--- src/rtl/multiplicador_saturado_seq.sv ---
`default_nettype none
// +--------------------------------------------------------------------------+
// | Module      : multiplicador_saturado_seq                                 |
// | Description : Sequential shift-add multiplier, LARGURA-bit operands,     |
// |               unsigned or signed per operation, saturating result,       |
// |               start/done handshake (iniciar_i / valido_o).                |
// |               Optional sticky overflow flag: MULT_SAT_OVF_STICKY_EN.      |
// | Revision    : 1.0 - initial release                                      |
// +--------------------------------------------------------------------------+
module multiplicador_saturado_seq #(
  parameter int LARGURA = 8
) (
  input  logic               clk,
  input  logic               rst_n,
  input  logic               iniciar_i,
  input  logic               modo_i,
  input  logic [LARGURA-1:0] a_i,
  input  logic [LARGURA-1:0] b_i,
  input  logic               limpar_ovf_i,
  output logic [LARGURA-1:0] saida_o,
  output logic               overflow_o,
  output logic               ocupado_o,
  output logic               valido_o,
  output logic               overflow_acum_o
);

  localparam int CW = $clog2(LARGURA + 1);
  localparam logic [CW-1:0] C_ULTIMA = CW'(LARGURA - 1);

  // Largest magnitudes that still fit the result for each sign/mode.
  localparam logic [2*LARGURA-1:0] C_MAX_U  = {{LARGURA{1'b0}}, {LARGURA{1'b1}}};
  localparam logic [2*LARGURA-1:0] C_MAX_SP = {{(LARGURA+1){1'b0}}, {(LARGURA-1){1'b1}}};
  localparam logic [2*LARGURA-1:0] C_MAX_SN = {{LARGURA{1'b0}}, 1'b1, {(LARGURA-1){1'b0}}};
  localparam logic [LARGURA-1:0]   C_SAT_U  = {LARGURA{1'b1}};
  localparam logic [LARGURA-1:0]   C_SAT_SP = {1'b0, {(LARGURA-1){1'b1}}};
  localparam logic [LARGURA-1:0]   C_SAT_SN = {1'b1, {(LARGURA-1){1'b0}}};

  typedef enum logic [1:0] {
    OCIOSO  = 2'd0,
    CALCULA = 2'd1,
    SATURA  = 2'd2,
    FIM     = 2'd3
  } estado_t;

  estado_t                estado_q, estado_d;
  logic [2*LARGURA-1:0]   mcando_q, mcando_d;
  logic [LARGURA-1:0]     mdor_q, mdor_d;
  logic [2*LARGURA-1:0]   acc_q, acc_d;
  logic [CW-1:0]          cnt_q, cnt_d;
  logic                   sinal_q, sinal_d;
  logic                   modo_q, modo_d;
  logic [LARGURA-1:0]     res_q, res_d;
  logic                   ovf_res_q, ovf_res_d;
  logic [LARGURA-1:0]     saida_q, saida_d;
  logic                   ovf_q, ovf_d;
  logic                   valido_q, valido_d;

  // Operand magnitudes; the most negative value maps to 2^(LARGURA-1),
  // which still fits as an unsigned LARGURA-bit number.
  logic [LARGURA-1:0] w_mag_a, w_mag_b;
  assign w_mag_a = (modo_i && a_i[LARGURA-1]) ? -a_i : a_i;
  assign w_mag_b = (modo_i && b_i[LARGURA-1]) ? -b_i : b_i;

  // Saturation of the accumulated magnitude.
  logic [LARGURA-1:0] w_neg;
  logic [LARGURA-1:0] w_res;
  logic               w_ovf;
  assign w_neg = -acc_q[LARGURA-1:0];

  // Select result and overflow from the magnitude, mode and sign.
  always_comb begin
    w_res = acc_q[LARGURA-1:0];
    w_ovf = 1'b0;
    if (!modo_q) begin
      if (acc_q > C_MAX_U) begin
        w_res = C_SAT_U;
        w_ovf = 1'b1;
      end
    end else if (!sinal_q) begin
      if (acc_q > C_MAX_SP) begin
        w_res = C_SAT_SP;
        w_ovf = 1'b1;
      end
    end else begin
      if (acc_q > C_MAX_SN) begin
        w_res = C_SAT_SN;
        w_ovf = 1'b1;
      end else begin
        w_res = w_neg;
      end
    end
  end

  // Next-state and datapath updates for the four-state sequencer.
  always_comb begin
    estado_d  = estado_q;
    mcando_d  = mcando_q;
    mdor_d    = mdor_q;
    acc_d     = acc_q;
    cnt_d     = cnt_q;
    sinal_d   = sinal_q;
    modo_d    = modo_q;
    res_d     = res_q;
    ovf_res_d = ovf_res_q;
    saida_d   = saida_q;
    ovf_d     = ovf_q;
    valido_d  = 1'b0;
    case (estado_q)
      OCIOSO: begin
        if (iniciar_i) begin
          mcando_d = {{LARGURA{1'b0}}, w_mag_a};
          mdor_d   = w_mag_b;
          sinal_d  = modo_i & (a_i[LARGURA-1] ^ b_i[LARGURA-1]);
          modo_d   = modo_i;
          acc_d    = '0;
          cnt_d    = '0;
          estado_d = CALCULA;
        end
      end
      CALCULA: begin
        if (mdor_q[0]) begin
          acc_d = acc_q + mcando_q;
        end
        mdor_d   = mdor_q >> 1;
        mcando_d = mcando_q << 1;
        cnt_d    = cnt_q + CW'(1);
        if (cnt_q == C_ULTIMA) begin
          estado_d = SATURA;
        end
      end
      SATURA: begin
        res_d     = w_res;
        ovf_res_d = w_ovf;
        estado_d  = FIM;
      end
      FIM: begin
        saida_d  = res_q;
        ovf_d    = ovf_res_q;
        valido_d = 1'b1;
        estado_d = OCIOSO;
      end
      default: begin
        estado_d = OCIOSO;
      end
    endcase
  end

  // State and datapath registers, cleared asynchronously.
  always_ff @(posedge clk or negedge rst_n) begin
    if (!rst_n) begin
      estado_q  <= OCIOSO;
      mcando_q  <= '0;
      mdor_q    <= '0;
      acc_q     <= '0;
      cnt_q     <= '0;
      sinal_q   <= 1'b0;
      modo_q    <= 1'b0;
      res_q     <= '0;
      ovf_res_q <= 1'b0;
      saida_q   <= '0;
      ovf_q     <= 1'b0;
      valido_q  <= 1'b0;
    end else begin
      estado_q  <= estado_d;
      mcando_q  <= mcando_d;
      mdor_q    <= mdor_d;
      acc_q     <= acc_d;
      cnt_q     <= cnt_d;
      sinal_q   <= sinal_d;
      modo_q    <= modo_d;
      res_q     <= res_d;
      ovf_res_q <= ovf_res_d;
      saida_q   <= saida_d;
      ovf_q     <= ovf_d;
      valido_q  <= valido_d;
    end
  end

`ifdef MULT_SAT_OVF_STICKY_EN
  logic acum_q, acum_d;

  // Sticky flag: an overflow delivered in FIM sets it and beats a clear.
  always_comb begin
    acum_d = acum_q;
    if (estado_q == FIM && ovf_res_q) begin
      acum_d = 1'b1;
    end else if (limpar_ovf_i) begin
      acum_d = 1'b0;
    end
  end

  // Sticky flag register.
  always_ff @(posedge clk or negedge rst_n) begin
    if (!rst_n) begin
      acum_q <= 1'b0;
    end else begin
      acum_q <= acum_d;
    end
  end

  assign overflow_acum_o = acum_q;
`else
  // Feature absent: flag tied low, clear input has no effect.
  assign overflow_acum_o = 1'b0 & limpar_ovf_i;
`endif

  assign saida_o    = saida_q;
  assign overflow_o = ovf_q;
  assign valido_o   = valido_q;
  assign ocupado_o  = (estado_q != OCIOSO);

endmodule
`default_nettype wire

--- config.mk ---
export PLATFORM = sky130hd
export DESIGN_NAME = multiplicador_saturado_seq
export DESIGN_NICKNAME = d
export VERILOG_FILES = /design/src/rtl/multiplicador_saturado_seq.sv
export SDC_FILE = /design/constraint.sdc
export NUM_CORES = 1
export LEC_CHECK = 0
export ABC_AREA = 1
export BUFFER_PORTS_ARGS = -buffer_cell sky130_fd_sc_hd__buf_2
export CORE_UTILIZATION = 35
export CTS_CLUSTER_SIZE = 24
export DETAILED_ROUTE_END_ITERATION = 12
export PLACE_DENSITY = 0.64
export SYNTH_ARGS = -nofsm -noshare
export SYNTH_HDL_FRONTEND = slang
export SYNTH_SLANG_ARGS = --single-unit
--- constraint.sdc ---
create_clock -name clk -period 1.8 [get_ports clk]
set_input_delay 0.09 -clock clk [delete_from_list [all_inputs] [get_ports clk]]
set_output_delay 0.09 -clock clk [all_outputs]
set_load 0.1 [all_outputs]
Yosys cells after proc, flatten, opt, wreduce, memory -nomap -nowiden
Cells that the tools add are included.

Output and inout port bits: 12. Register bits: 67. Input port bits: 21. Logic and storage cells: 63.

Order comparisons: 3. Bitwise gates (word level): 2. Add/sub/neg operators: 5. Mux-type cells: 25. Reduce and logical (&&, ||, !) cells: 9. Equal/unequal tests: 7.

Operators with widths (number): 2-to-1 mux 8 bit (8); case mux 16 bit (2 select lines) (2); 2-to-1 mux 16 bit (3); > comparator 16 x 8 -> 1 bit, second input constant (2); negator 8 bit (3); adder 16 bit (1); > comparator 16 x 7 -> 1 bit, second input constant (1); case mux 8 bit (2 select lines) (1); case mux 2 bit (4 select lines) (1); case mux 4 bit (2 select lines) (1); 2-to-1 mux 1 bit (6); inequality test 2 bit, second input constant (3); AND reduction 2 bit (3); adder 4 x 1 -> 4 bit, second input constant (1); == test 2 bit, second input constant (2); == test 4 x 3 -> 1 bit, second input constant (1); 2-to-1 mux 2 bit (2); 2-to-1 mux 4 bit (1); nonzero test 2 bit (2); AND reduction 3 bit (1); == test 2 x 1 -> 1 bit, second input constant (1); logical AND 1 bit (2); zero test 2 bit (1); bitwise AND 1 bit (1); XOR 1 bit (1).

Logic depth before layout (Yosys ltp)
Gate-level depths: netlist of the first run.

Depth in word-level cells: 4. Gate-level depth with buffers: 12.

Worst setup path before layout of the first run
Ideal clock, no wire load.

Path type: flip-flop to flip-flop. From: register estado_q[0]. To: register acc_q[7]. Required time: 1.717 ns. Cell stages (with the launch flop): 11. Arrival: 2.174 ns. Clock period less this slack: 2.257 ns. Slack: -0.457 ns. Setup time: 0.083 ns. Path through: dfrtp_1 > inv_1 > ha_1 > inv_1 > nor2_1 > inv_1 > nand2_1 > nor2_1 > buf_2 > nand2_1 > o22ai_1.

Cells in the longest elaborated chain, start to end: 3. Elaborated cells on any way between the ends: 7. Classes of those cells: eq/ne: 3; mux: 1; reduce/logical: 3.

Ends and longest elaborated chain: from (decl) (line 45) `estado_t estado_q, estado_d;`; from (signal assigned) (line 164) `estado_q <= estado_d;`; == test 2 x 1 -> 1 bit or zero test 2 bit (tied branches) (line 108) `case (estado_q)`; inequality test 2 bit (no line) or nonzero test 2 bit (tied branches); AND reduction 3 bit (no line); to (signal assigned) (line 154) `acc_q <= '0;`; to (signal assigned) (line 167) `acc_q <= acc_d;`; to (decl) (line 48) `logic [2*LARGURA-1:0] acc_q, acc_d;`.

Several ways; a longest one is shown, not always the timed one. A chain may end at the register's enable or synchronous reset.

Worst setup path in the final report of the first run
From: register mcando_q[0]. To: register acc_q[12].

Cells in the longest elaborated chain, start to end: 3.

Ends and longest elaborated chain: from (decl) (line 46) `logic [2*LARGURA-1:0] mcando_q, mcando_d;`; from (signal assigned) (line 165) `mcando_q <= mcando_d;`; adder 16 bit (line 122) `acc_d = acc_q + mcando_q;`; 2-to-1 mux 16 bit (line 121) `if (mdor_q[0]) begin`; case mux 16 bit (2 select lines) (line 108).

Every way passes these cells. The select of a mux whose other input is x is not followed.

==> reports/metrics.cfg, run 1 <==
[timing]
setup_viol=0
hold_violations=0
slew_violations=0
rsz0062_at_grt=false
finalCritPeriodShare_pct=93.0
max_freq_mhz=597
layout_min_cycle_time_ps=1670
fin_setup_tns_ps=0
skew_ps=6.08
hold_ws_ps=56.7

[finish]
fillers=1213
fin_nets=724
fin_area_um2=5370
area_growth_pct=22.3
num_antenna_cells=0
drive_gt1_share_pct=16.0

[worst_setup_path]
regToRegEndpoint=acc_q[12]
cp-startpoint=mcando_q[0]
arrival_ps=1900
path_class=reg2reg
reg2reg_slack_ps=130
crit_end=acc_q[12]
r2r_start=mcando_q[0]
endpoint_kind=flip-flop
cp-start-kind=flip-flop
cp.required_ps=2020
worstRegToRegCells=11
cp_max_fo=3

[drt]
first_pass_iters=5
drt_iter0_markers=234
vias=4235
wl_per_cell_um=12.5
drc=0
drt_wl_total_um=10700
via_per_inst=4.98
ant_nets=0

[grt]
grt-ovfl-total=0
grt_use_total_pct=17.3
grt_max_degree=68
grt_pass1_vias=4001
use_met3_pct=3.02
grtUsageMet2_pct=28.3
grt_pass1_wl_um=18100
grt_busiest_layer=met2
antenna_found_initial=0
met1_usage_pct=22.8

[logic_synthesis]
ys.warnings.count=0
synth_ff_type=dfrtp_1
synthesis.instances=624
synth_top_cell_area_share_pct=38.1
yosysSeqAreaShare_pct=38.1
ys_types=30
async_flop_share_pct=100
ys_ff_latch=67
synth.top_cells.by_area=dfrtp_1 (38%), nand2_1 (17%), inv_1 (7.9%)
yosys-top-cells-count=nand2_1 (196), inv_1 (92), dfrtp_1 (67), nand3_1 (45), nor2_1 (44)
yosysMostFrequentCell=nand2_1
synth_edf_count=0
synth_top_cell_by_area=dfrtp_1
syn_nets=670
postSynthAreaPerCell_um2=7.04
syn-cell-area_um2=4400

[clock_network]
cts_buffer_depth=2
cts_root_buf=clkbuf_16
cts_tree=built
cts.clk_slew.worst_paths_ps=60
clkLatencyLatePin_ps=330
numCtsBuffers=9
cts_sinks=67
htree_levels=3

[pwr]
p_total_mw=10.4
p_per_area_nw_per_um2=1940
vdd_drop_max_mv=0.946
power.leakage_nw=2.82

[floorplan]
fp.dieH_um=114
rows=40
start_util_pct=36.3
dieArea_um2=13000
ios=33
die_x_um=114
fp.coreArea_um2=12100

[placement]
gp_congestion=0.891
dp_hpwl_um=7810
numPortBuffers=30
placed_cell_area_um2=4900

[hold_path]
hold_class=in2reg

[run_status]
status=completed

[job]
cap_violations=0

-- report_power, final --
part | internal, mW | switching [mW] | total (mW)
Sequential | 2.13 | 0.493 | 2.63
Combinational | 2.11 | 3.98 | 6.09
Clock | 1.07 | 0.664 | 1.73
Total | 5.31 | 5.13 | 10.4
-- repair_timing --
action	CTS	global route
hold buffers	1	0
endpoints found under the setup margin	0	25
buffers inserted	0	5
hold endpoints to repair	67	0
gates resized for setup	0	25
-- logic make-up (layout without fill, tap and decap cells) --
group	count (synthesis)	in the layout	synth area share, %
other cells	1	1	0.0853
buf+inv	110	169	9.51
mux	9	9	2.31
compound gates	103	103	13.4
flops	67	67	38.1
fa+ha+maj	25	25	7.29
simple gates	303	303	28.1
xor+xnor	6	6	1.20
-- layout by cell type, fill, tap and decap left out, types with 3 or more instances in the layout --
cell	instances
a21oi_1	34
and2_1	4
buf_12	3
buf_2	30
buf_4	20
clkbuf_16	9
clkinv_1	4
clkinv_2	3
dfrtp_1	66
ha_1	14
ha_4	8
inv_1	87
inv_2	7
mux2_2	9
nand2_1	193
nand3_1	42
nand3_2	3
nand4_1	7
nor2_1	40
nor2_2	3
nor3_1	4
o211ai_1	8
o21ai_0	40
o22ai_1	15
xor2_1	5
-- registers in the layout (all words and copies together) (netlist names), 2 cells and up --
register,count
mdor_q,8
cnt_q,4
estado_q,2
res_q,8
saida_o,8
mcando_q,16
acc_q,16
-- layout make-up --
cell class / instances / area, um^2 / area share (%)
Clock buffer: 11 / 233 / 4.33
Inverter: 99 / 375 / 6.98
Sequential cell: 67 / 1680 / 31.2
Timing Repair Buffer: 54 / 370 / 6.89
Tap cell: 168 / 210 / 3.91
Multi-Input combinational cell: 447 / 2450 / 45.7
Clock inverter: 5 / 53.8 / 1.00
-- stage by stage --
| stage | instances | setup slack (ps) | utilization, % |
|---|---|---|---|
| after floorplan | 624 | -95.5 | - |
| after global placement | 829 | 68.6 | 40.5 |
| after detailed placement | 829 | 41.4 | 40.5 |
| after CTS | 846 | 40.9 | 42.9 |
| after global routing | 851 | 2.82 | 44.4 |
| final | 851 | 126 | 44.4 |
-- critical path, cell delays in order, from the launching register on --
cell and delay, ps:
dfrtp_1 350, ha_2 180, inv_1 50, fa_1 370, inv_2 90, nand3_1 80, nand3_2 100, nand3_1 100
nand3_1 80, nand2_1 50, nand3_1 70, nand2_1 50
-- metal layers --
layer	routed length, um	vias to the layer above	part of all wire (%)
met3	436	16	4.1
met5	0	-	0
met4	205	0	1.9
li1	-	2121	-
met2	4880	109	46
met1	5150	1989	48
-- worst min-delay path by stage --
stage	cells past startpoint	from	slack [ps]	to
floorplan	0	rst_n	-210	acc_q[0]
global placement	2	rst_n	140	mdor_q[4]
detailed placement	2	rst_n	140	mdor_q[4]
CTS	3	b_i[7]	60	mdor_q[7]
global route	3	b_i[7]	60	mdor_q[7]
finish	3	b_i[7]	60	mdor_q[7]
No activity file was read; power rests on OpenSTA's default activity.
==> inputs of run 2 (changes only) <==
--- a/config.mk
+++ b/config.mk
@@ -7,10 +7,11 @@
 export LEC_CHECK = 0
 export ABC_AREA = 1
 export BUFFER_PORTS_ARGS = -buffer_cell sky130_fd_sc_hd__buf_2
+export CORE_ASPECT_RATIO = 1.75
 export CORE_UTILIZATION = 35
 export CTS_CLUSTER_SIZE = 24
 export DETAILED_ROUTE_END_ITERATION = 12
-export PLACE_DENSITY = 0.64
+export PLACE_DENSITY = 0.62
 export SYNTH_ARGS = -nofsm -noshare
 export SYNTH_HDL_FRONTEND = slang
 export SYNTH_SLANG_ARGS = --single-unit
==> constraint.sdc (replaced) <==
create_clock -name clk -period 1.9 [get_ports clk]
set_input_delay 0.095 -clock clk [delete_from_list [all_inputs] [get_ports clk]]
set_output_delay 0.095 -clock clk [all_outputs]
set_load 0.1 [all_outputs]
==> reports/metrics.cfg, run 2 (same netlist as run 1, synthesis figures left out) <==
[job]
cap_violations=0

[clock_network]
htree_levels=3
cts_buffer_depth=2
post_cts_buffers=0
clkLatencyLatePin_ps=330
cts.clk_slew.worst_paths_ps=60
cts_tree=built
cts_root_buf=clkbuf_16
numCtsBuffers=9
cts_sinks=67

[grt]
grt_use_total_pct=18.7
grt_pass1_wl_um=18800
grt-ovfl-total=0
grt_max_degree=68
grt_pass1_vias=4130
antenna_found_initial=0

[drt]
first_pass_iters=4
drc=0
drt_wl_total_um=10800
ant_nets=0
drt_iter0_markers=165
wl_per_cell_um=12.9
via_per_inst=4.90
vias=4120

[placement]
numPortBuffers=30
gp_congestion=0.944
placed_cell_area_um2=4870
pre_cts_slack_ps=107
dp_hpwl_um=8320
dp.cells=823

[pwr]
power.leakage_nw=2.78
vdd_drop_max_mv=0.638
p_per_area_nw_per_um2=1860
p_total_mw=9.77

[worst_setup_path]
path_class=reg2reg
cp-start-kind=flip-flop
slowest_stage=dfrtp_1
arrival_ps=1980
slowest_delay_ps=350
cp_common_cell=nand2_1
endpoint_kind=flip-flop
crit_chain=ha_1 > inv_1 > fa_1 > inv_1 > nand2_1 > nand3_1 > nand2_1 > nand2_1 > nand2_1 > nand3_1 > nand2_1
cp_max_fo=4
cp.required_ps=2120

[finish]
final_cells=840
mostFrequentLayoutCell=nand2_1
fin_area_um2=5260
drive_gt1_share_pct=13.0
final_cell_mix=nand2_1 (195), inv_1 (89), dfrtp_1 (67), nand3_1 (44), nor2_1 (43)
area_growth_pct=19.7
fin_nets=716
largestRegisters=acc_q x16, mcando_q x16
num_antenna_cells=0

[timing]
max_freq_mhz=569
fin_setup_tns_ps=0
rsz0062_at_grt=false
layout_min_cycle_time_ps=1760
hold_violations=0
setup_ws_ps=142
finalCritPeriodShare_pct=92.5
skew_ps=6.42
setup_viol=0
slew_violations=0

[floorplan]
die_x_um=86.7
start_util_pct=36.2
rows=53
fp.coreArea_um2=12100
dieArea_um2=13000
fp.dieH_um=150
ios=33

[hold_path]
hold_class=in2reg

[run_status]
status=completed

## run 2: worst paths after layout
kind | start | endpoint | slack [ps] | cells past startpoint
hold reg to reg | res_q[2] | res_q[2] | 470 | 2
min in group asynchronous | rst_n | saida_o[7] | 330 | 3
max in group asynchronous | rst_n | mcando_q[8] | 1280 | 3
setup reg to reg | mcando_q[0] | acc_q[14] | 140 | 11
hold / removal | modo_i | modo_q | 60 | 3
setup / recovery | mcando_q[0] | acc_q[14] | 140 | 11
## run 2: where the power goes
part / total, mW / switching, mW / internal [mW]
Clock: 1.85 / 0.622 / 1.22
Sequential: 2.47 / 0.446 / 2.02
Combinational: 5.46 / 3.69 / 1.77
## run 2: through the flow
stage / hold WS [ps] / util (%)
final: 55.7 / 43.4
after global routing: 64.3 / 43.4
after CTS: 41.8 / 43.0
after detailed placement: 142 / 40.1
after global placement: 145 / 40.1
after floorplan: -201 / -
## run 2: what timing repair did
item / in CTS / in global routing
hold endpoints to repair: 67 / 0
endpoints found under the setup margin: 0 / 4
gates resized for setup: 0 / 6
hold buffers: 1 / 0
## run 2: per-layer routing
metal / up-vias / track usage (%) / wire length, um
met5: - / 0 / 0
met4: 0 / 9.67 / 320
met3: 19 / 3.18 / 275
met2: 71 / 34.2 / 5900
met1: 1930 / 20.2 / 4310
li1: 2100 / - / -
## run 2: critical path, delay by kind of cell (launching register included)
family        cells  cell delay (ps)
flops             1              350
fa+ha+maj         2              520
buf+inv           2              170
simple gates      7              610
## run 2: final cells by class
cell class                 count  area, um^2
clock buffer                  11         253
clock inverter                 5        83.8
fill                        1252        6870
inverter                      99         375
multi-input combinational    447        2370
sequential                    67        1680
tap                          165         206
timing repair buffer          46         298
